===== config.mk =====
export PLATFORM = sky130hd
export DESIGN_NAME = hazard_scoreboard
export DESIGN_NICKNAME = d
export VERILOG_FILES = /design/src/rtl/hazard_pkg.sv /design/src/rtl/hazard_sb_entry.sv /design/src/rtl/hazard_scoreboard.sv
export SDC_FILE = /design/constraint.sdc
export NUM_CORES = 1
export LEC_CHECK = 0
export BUFFER_PORTS_ARGS = -buffer_cell sky130_fd_sc_hd__buf_2
export CAP_MARGIN = 20
export CELL_PAD_IN_SITES_DETAIL_PLACEMENT = 1
export CELL_PAD_IN_SITES_GLOBAL_PLACEMENT = 1
export CORE_MARGIN = 4
export CORE_UTILIZATION = 53
export CTS_BUF_LIST = sky130_fd_sc_hd__clkbuf_2 sky130_fd_sc_hd__clkbuf_4 sky130_fd_sc_hd__clkbuf_8
export DETAILED_ROUTE_END_ITERATION = 10
export PLACE_DENSITY_LB_ADDON = 0.1
export REMOVE_ABC_BUFFERS = 1
export SKIP_LAST_GASP = 1
export SYNTH_ARGS = -nofsm -noshare
export SYNTH_HDL_FRONTEND = slang
export SYNTH_HIERARCHICAL = 1
export SYNTH_SLANG_ARGS = --single-unit

===== constraint.sdc =====
create_clock -name clk -period 14.7 [get_ports clk]
set_input_delay 4.41 -clock clk [delete_from_list [all_inputs] [get_ports clk]]
set_output_delay 4.41 -clock clk [all_outputs]
set_load 0.005 [all_outputs]

===== src/rtl/hazard_pkg.sv =====
// Shared constants for the load-use / branch hazard scoreboard: issue latencies,
// stall_cause bit positions and the countdown width helper.
package hazard_pkg;

  localparam int ALU_LAT_FWD      = 1;
  localparam int ALU_LAT_NOFWD    = 3;
  localparam int LOAD_EXTRA_FWD   = 1;
  localparam int LOAD_EXTRA_NOFWD = 2;

  localparam int CAUSE_RS = 0;
  localparam int CAUSE_RT = 1;

  // Widest value ever loaded is max(ALU no-forward, LOAD_LAT + 2).
  function automatic int cnt_width(input int load_lat);
    int maxv;
    maxv = (load_lat + LOAD_EXTRA_NOFWD > ALU_LAT_NOFWD) ? load_lat + LOAD_EXTRA_NOFWD
                                                         : ALU_LAT_NOFWD;
    return $clog2(maxv + 1);
  endfunction

endpackage


===== src/rtl/hazard_sb_entry.sv =====
// One per-register countdown: cycles until the register value is visible to an
// ID-stage consumer. A load overrides the running decrement.
module hazard_sb_entry
  import hazard_pkg::*;
#(
  parameter int CW = 2
) (
  input  logic          clk,
  input  logic          rst_n,
  input  logic          load_i,
  input  logic [CW-1:0] load_val_i,
  output logic [CW-1:0] cnt_o
);

  logic [CW-1:0] cnt_q;
  logic [CW-1:0] cnt_d;

  always_comb begin
    cnt_d = cnt_q;
    if (load_i) begin
      cnt_d = load_val_i;
    end else if (cnt_q != '0) begin
      cnt_d = cnt_q - CW'(1);
    end
  end

  always_ff @(posedge clk or negedge rst_n) begin
    if (!rst_n) begin
      cnt_q <= '0;
    end else begin
      cnt_q <= cnt_d;
    end
  end

  assign cnt_o = cnt_q;

endmodule


===== src/rtl/hazard_scoreboard.sv =====
// ID-stage hazard scoreboard: per-register countdowns decide whether the
// instruction in ID must stall (freeze IF/ID, bubble into ID/EX).
module hazard_scoreboard
  import hazard_pkg::*;
#(
  parameter int NREG     = 32,
  parameter int AW       = 5,
  parameter int LOAD_LAT = 1,
  parameter int FWD_EN   = 1
) (
  input  logic          clk,
  input  logic          rst_n,
  input  logic          id_valid,
  input  logic [AW-1:0] id_rs,
  input  logic [AW-1:0] id_rt,
  input  logic          id_rs_used,
  input  logic          id_rt_used,
  input  logic          id_branch,
  input  logic [AW-1:0] id_dst,
  input  logic          id_wr_en,
  input  logic          id_load,
  input  logic          flush,
  output logic          stall,
  output logic          bubble,
  output logic [1:0]    stall_cause,
  output logic [31:0]   stall_count
);

  localparam int CW = cnt_width(LOAD_LAT);

  localparam logic [CW-1:0] ALU_VAL = (FWD_EN != 0) ? CW'(ALU_LAT_FWD) : CW'(ALU_LAT_NOFWD);
  localparam logic [CW-1:0] LD_VAL  = (FWD_EN != 0) ? CW'(LOAD_LAT + LOAD_EXTRA_FWD)
                                                    : CW'(LOAD_LAT + LOAD_EXTRA_NOFWD);
  // With forwarding, an EX/MEM result one cycle away is still usable by ALU consumers.
  localparam logic [CW-1:0] THR_ALU = (FWD_EN != 0) ? CW'(1) : CW'(0);

  if ($clog2(NREG) != AW) begin : g_bad_aw
    $error("hazard_scoreboard: $clog2(NREG) must equal AW");
  end
  if (LOAD_LAT < 1 || LOAD_LAT > 4) begin : g_bad_lat
    $error("hazard_scoreboard: LOAD_LAT must be in 1..4");
  end

  logic [CW-1:0] cnt [NREG];
  logic [CW-1:0] thr;
  logic [CW-1:0] ld_val;
  logic          rs_haz;
  logic          rt_haz;
  logic          issue;
  logic [31:0]   stall_count_q;
  logic [31:0]   stall_count_d;

  assign cnt[0] = '0;

  always_comb begin
    thr    = id_branch ? '0 : THR_ALU;
    rs_haz = id_rs_used && (id_rs != '0) && (cnt[id_rs] > thr);
    rt_haz = id_rt_used && (id_rt != '0) && (cnt[id_rt] > thr);
    stall_cause           = '0;
    stall_cause[CAUSE_RS] = rs_haz;
    stall_cause[CAUSE_RT] = rt_haz;
  end

  assign stall  = id_valid && !flush && (stall_cause != 2'b00);
  assign bubble = stall;

  assign issue  = id_valid && !stall && !flush && id_wr_en && (id_dst != '0);
  assign ld_val = id_load ? LD_VAL : ALU_VAL;

  for (genvar r = 1; r < NREG; r++) begin : g_entry
    hazard_sb_entry #(
      .CW(CW)
    ) u_entry (
      .clk       (clk),
      .rst_n     (rst_n),
      .load_i    (issue && (id_dst == AW'(r))),
      .load_val_i(ld_val),
      .cnt_o     (cnt[r])
    );
  end

  always_comb begin
    stall_count_d = stall_count_q;
    if (stall && (stall_count_q != 32'hFFFF_FFFF)) begin
      stall_count_d = stall_count_q + 32'd1;
    end
  end

  always_ff @(posedge clk or negedge rst_n) begin
    if (!rst_n) begin
      stall_count_q <= '0;
    end else begin
      stall_count_q <= stall_count_d;
    end
  end

  assign stall_count = stall_count_q;

endmodule


==> impl_metrics.ini, run 1 <==
[worst_setup_path]
worstPathMaxFanout = 21
crit_type = input pin to output pin
worstReg2RegEnd = g_entry[30].u_entry/cnt_o[1]
r2r_cells = 11
worstPathRequired_ps = 10290
cpPeakStageDelay_ps = 830
start_kind = input pin
regToRegStartpoint = g_entry[30].u_entry/cnt_o[0]
endpoint = stall
crit_start = id_rs[0]
r2r_slack_ps = 10560
crit_chain = buf_2, mux4_2, mux4_2, mux2i_1, ha_1, nor2_1, nor2_1, nor3b_1, a31oi_4, a21boi_2, buf_2
arrival_ps = 8130
slowest_stage = a21boi_2
worstSetupEndpointType = output pin

[timing]
worstMarginPinSlew_ps = 1060
layout_min_cycle_time_ps = 12540
finalHoldViolCount = 0
skew_ps = 13.1
setup_violations = 0
final.setup.tns_ps = 0
max_slew_margin_pct = 28.9
final.period_utilization_pct = 85.3
clock.fmax_mhz = 79.8
final_max_slew_viol_count = 0
rsz0062_at_grt = no

[finish]
multiInputGateArea_um2 = 3940
fin_nets = 783
antenna_cells = 0
drive_above_1_share_pct = 17.3
regArea_um2 = 2350
syn2layout_area_growth_pct = 7.78
final-instance-count-excl-fill = 898
nFillCells = 1428
design_area_um2 = 7260

[grt]
grt_pass1_vias = 5745
grt_pass1_wl_um = 30900
grt_use_met1_pct = 35.9
antenna_found_initial = 0
globalRouteMet3Util_pct = 3.37
gr-total-overflow = 0
grt_usage_pct = 27.1
busiest_layer = met2
use_met2_pct = 46.7
grt_max_degree = 62

[placement]
dp_cells = 882
place.gp.congestion = 0.859
io_buffers = 59
dpl-instance-area_um2 = 7080
post-dp-hpwl_um = 13900

[clocking]
clockBufferDepth = 2
holdBufCountCts = 0
clk_latency_ps = 390
clk_pin_slew_ps = 100
cts_resized = 0
clkSinkCount = 94
postCtsSetupBuffers = 0
clock-root-buffer = clkbuf_8
cts_tree = built
htree_levels = 3
cts_made_buffers = 9

[floorplanning]
fp.dieW_um = 121
dieArea_um2 = 14600
start_util_pct = 55.2
core-area_um2 = 12200
ios = 60
die_y_um = 121
row_count = 40

[synthesis]
synthTopCellsByCount = dfrtp_1 (94), inv_1 (71), nor2_1 (53)
synth_cells = 676
synth_area_leaders = dfrtp_1 (35%), mux4_2 (9.7%), ha_1 (6.3%), xor2_1 (4.3%), o31a_1 (4.0%)
synth_ff_type = dfrtp_1
synth_warnings = 6
yosysTopAreaCellShare_pct = 34.9
synth_largest_area_cell = dfrtp_1
synthDistinctLibCells = 46
syn_area_um2 = 6740
synth_most_common_cell = dfrtp_1
ys_seq_area_share_pct = 34.9
yosys_register_bits = 94
syn_avg_cell_area_um2 = 9.97
async_flop_share_pct = 100
synth_edf_count = 0

[job]
drv_cap = 0

[routing]
via_count = 5374
remaining_drc_errors = 0
first_iter_violations = 328
via_per_inst = 5.98
first_pass_iters = 4
wl_per_cell_um = 21.0
antenna_left = 0
drt-total-wl_um = 18800

[worst_hold_path]
min_path_type = flop to flop
min_from = stall_count[29]

[power_and_ir_drop]
cellPowerDensity_nw_per_um2 = 175
vdd_drop_max_mv = 0.0854
total_power_mw = 1.27
cellLeakagePower_nw = 3.24

[status]
status = finished, final reports clean
[power breakdown]
part           switching (mW)  internal, mW  leakage [nW]
clock network           0.103        0.0674        0.0935
logic                   0.286         0.316          1.97
registers               0.137         0.363          1.17
[worst min-delay path by stage]
stage	endpoint	slack, ps	cells after the start
2_1_floorplan	stall_count[8]	480	1
3_3_place_gp	stall_count[29]	470	1
3_5_place_dp	stall_count[29]	470	1
4_1_cts	stall_count[29]	490	1
5_1_grt	stall_count[29]	500	1
6_report	stall_count[29]	480	1
[sequential cells by signal, summed over array words and instances (netlist names)]
register	cells
g_entry.u_entry/cnt_o	62
stall_count	32
[placed cells by master, fill, tap and decap left out, drive strengths merged, types with 2 or more instances in the layout]
cell type,Yosys,final
a221oi,2,2
a311oi,2,2
a31oi,2,2
and2,33,33
and3,8,8
and4,2,2
and4bb,2,2
buf,20,61
clkbuf,3,10
clkinv,0,2
dfrtp,94,94
ha,34,34
inv,71,74
mux2,3,3
mux2i,16,16
mux4,30,30
nand2,47,47
nand3,23,23
nand3b,7,7
nand4,17,17
nor2,53,53
nor2b,2,2
nor3,22,22
nor3b,2,2
nor4,7,7
nor4b,8,8
o21ai,34,34
o31a,31,31
or2b,31,31
or3b,2,2
or4,2,2
xnor2,29,29
xor2,33,33
[cell type report]
class	count	area share (%)
Multi-Input combinational cell	488	54.2
Timing Repair Buffer	61	4.31
Clock inverter	6	0.603
Sequential cell	94	32.4
Inverter	71	3.67
Clock buffer	10	1.90
Tap cell	168	2.90
[routing by layer]
metal  wire length, um  vias to the layer above
met4               349                        0
li1                  -                     2451
met1              8130                     2803
met5                 0                        -
met2              9700                       97
met3               642                       23
[kinds of logic (layout without fill, tap and decap cells)]
logic type      after synthesis  count (layout)  share of synthesized area [%]
simple gates                270             270                           23.0
compound gates               73              73                           8.06
buf+inv                      94             148                           6.63
flops                        94              94                           34.9
xor+xnor                     62              62                           8.06
mux                          49              49                           13.0
fa+ha+maj                    34              34                           6.32
[critical path, delay by kind of cell]
| family | cells | cell delay (ps) |
|---|---|---|
| AND/OR/NAND/NOR | 3 | 560 |
| buffers and inverters | 2 | 630 |
| AO/OA/AOI/OAI | 2 | 1030 |
| adder cells (fa/ha/maj) | 1 | 260 |
| multiplexers | 3 | 1220 |
[per-stage QoR]
stage / setup slack (ps) / hold WS, ps / util (%)
finish: 2160 / 484 / 59.5
global route: 1870 / 503 / 59.5
CTS: 2140 / 491 / 59.5
detailed placement: 2130 / 472 / 58.0
global placement: 2310 / 471 / 58.0
floorplan: 3320 / 481 / -
Note: power is estimated with default switching activity, not from simulation.
==> inputs of run 2 (changes only) <==
--- a/config.mk
+++ b/config.mk
@@ -18,5 +18,4 @@
 export SKIP_LAST_GASP = 1
 export SYNTH_ARGS = -nofsm -noshare
 export SYNTH_HDL_FRONTEND = slang
-export SYNTH_HIERARCHICAL = 1
 export SYNTH_SLANG_ARGS = --single-unit
==> impl_metrics.ini, run 2 <==
[job]
drv_cap = 0

[grt]
grt_pass1_vias = 5376
antenna_found_initial = 0
gr-total-overflow = 0
grt_max_degree = 78
grt_usage_pct = 24.2
grt_pass1_wl_um = 27900

[worst_setup_path]
path_buf_inv = 3
slowest_stage = mux4_2
start_kind = input pin
crit_type = input pin to output pin
worstPathRequired_ps = 10290
crit_family = multiplexers
worstSetupEndpointType = output pin
cpPeakStageDelay_ps = 600
worstPathMaxFanout = 33
arrival_ps = 8020
crit_chain = buf_2, mux4_2, mux4_2, mux2i_1, ha_1, nor2_1, nor4b_1, nor4_1, a211o_1, o21ba_2, buf_4, nor2_1, buf_2

[clocking]
cts_tree = built
clockBufferDepth = 2
cts_resized = 0
holdBufCountCts = 0
postCtsSetupBuffers = 0
clk_latency_ps = 370
clkSinkCount = 94
clock-root-buffer = clkbuf_8
clk_pin_slew_ps = 100
cts_made_buffers = 9
htree_levels = 3

[synthesis]
yosys_register_bits = 94
async_flop_share_pct = 100
synth_ff_type = dfrtp_1
ys_seq_area_share_pct = 34.8
yosysTopAreaCellShare_pct = 34.8
synthTopCellsByCount = dfrtp_1 (94), inv_1 (66), nand2_1 (55)
synth_edf_count = 0
syn_area_um2 = 6770
synthDistinctLibCells = 46
syn_avg_cell_area_um2 = 10.3
synth_largest_area_cell = dfrtp_1
synth_cells = 657
synth_warnings = 0
synth_area_leaders = dfrtp_1 (35%), mux4_2 (7.3%), mux2i_1 (7.2%), ha_1 (6.3%), mux2_4 (6.2%)
synth_most_common_cell = dfrtp_1

[finish]
final_common_cell = dfrtp_1
fin_nets = 756
antenna_cells = 0
drive_above_1_share_pct = 23.8
final_cell_mix = dfrtp_1 (94), inv_1 (66), buf_2 (58)
syn2layout_area_growth_pct = 8.90
final-instance-count-excl-fill = 875
largest_register_ffs = 62

[routing]
drt-total-wl_um = 17000
first_pass_iters = 4
wl_per_cell_um = 19.4
via_per_inst = 5.83
via_count = 5100
antenna_left = 0
first_iter_violations = 252
remaining_drc_errors = 0

[power_and_ir_drop]
cellPowerDensity_nw_per_um2 = 185
clkPwrFrac_pct = 14.9
p_int_uw = 827
vdd_drop_max_mv = 0.0622
power_frac_seq_pct = 35.8
p_sw_uw = 538
total_power_mw = 1.37
cellLeakagePower_nw = 3.63
swShare_pct = 39.4
p_comb_share_pct = 49.3

[timing]
final.period_utilization_pct = 84.5
max_slew_margin_pct = 25.6
clock.fmax_mhz = 80.5
finalHoldViolCount = 0
setup_violations = 0
worstMarginPinSlew_ps = 1110
layout_min_cycle_time_ps = 12430
rsz0062_at_grt = no
fin_ws_ps = 2270
final.setup.tns_ps = 0
hold_ws_ps = 491
final_max_slew_viol_count = 0
skew_ps = 7.67

[placement]
dpl_worst_slack_ps = 2310
post-dp-hpwl_um = 12500
place.gp.congestion = 0.881
dp_cells = 858
io_buffers = 59

[floorplanning]
start_util_pct = 53.8
row_count = 41
ios = 60
fp.dieW_um = 121
core-area_um2 = 12600
die_y_um = 121
dieArea_um2 = 14600

[status]
status = finished, final reports clean

[worst_hold_path]
min_path_type = flop to flop
run 2: final timing paths:
kind                                              start                            to  slack, ps  cells past startpoint
setup / recovery                               id_rs[0]                        bubble       2270                     13
hold / removal                           stall_count[4]                stall_count[4]        490                      1
setup reg to reg           g_entry[23].u_entry.cnt_o[0]  g_entry[24].u_entry.cnt_o[1]      10740                     12
hold reg to reg                          stall_count[4]                stall_count[4]        490                      1
max in group asynchronous                         rst_n               stall_count[22]       9920                      3
min in group asynchronous                         rst_n   g_entry[3].u_entry.cnt_o[1]       3890                      1
run 2: cell type report:
type	count	area (um^2)
sequential	94	2350
clock buffer	10	138
tap	172	215
timing repair buffer	67	385
fill	1399	5200
inverter	66	248
multi-input combinational	460	3940
clock inverter	6	92.6
run 2: through the flow:
step | instance area [um^2] | util [%]
2_1_floorplan | 6530 | -
3_3_place_gp | 7090 | 56.4
3_5_place_dp | 7110 | 56.6
4_1_cts | 7340 | 58.4
5_1_grt | 7370 | 58.6
6_report | 7370 | 58.6
run 2: logic make-up (layout without fill, tap and decap cells):
kind of cell               after synthesis  in the layout  synth area share (%)
buffers and inverters                  103            149                  7.16
adders and majority gates               34             34                  6.29
xor gates and xnor gates                62             62                  8.03
muxes                                  105            105                  21.8
AOI/OAI and AO/OA                       61             61                  5.40
and+or+nand+nor                        198            198                  16.6
DFF                                     94             94                  34.8
run 2: power by group through the flow:
| stage | registers, mW | logic, mW | clock network (mW) |
|---|---|---|---|
| 5_1_grt | 0.501 | 0.757 | 0.219 |
| 6_report | 0.489 | 0.674 | 0.203 |
| 3_5_place_dp | 0.493 | 0.674 | 0 |
| 3_3_place_gp | 0.487 | 0.615 | 0 |
| 4_1_cts | 0.487 | 0.679 | 0.208 |
| 2_1_floorplan | 0.442 | 0.526 | 0 |
run 2: layer usage:
| metal | wire (um) | vias up | track usage, % |
|---|---|---|---|
| met5 | 0 | - | 0 |
| met4 | 231 | 0 | 8.71 |
| met3 | 710 | 14 | 3.12 |
| met2 | 8660 | 117 | 40.7 |
| met1 | 7370 | 2601 | 32.1 |
| li1 | - | 2368 | - |
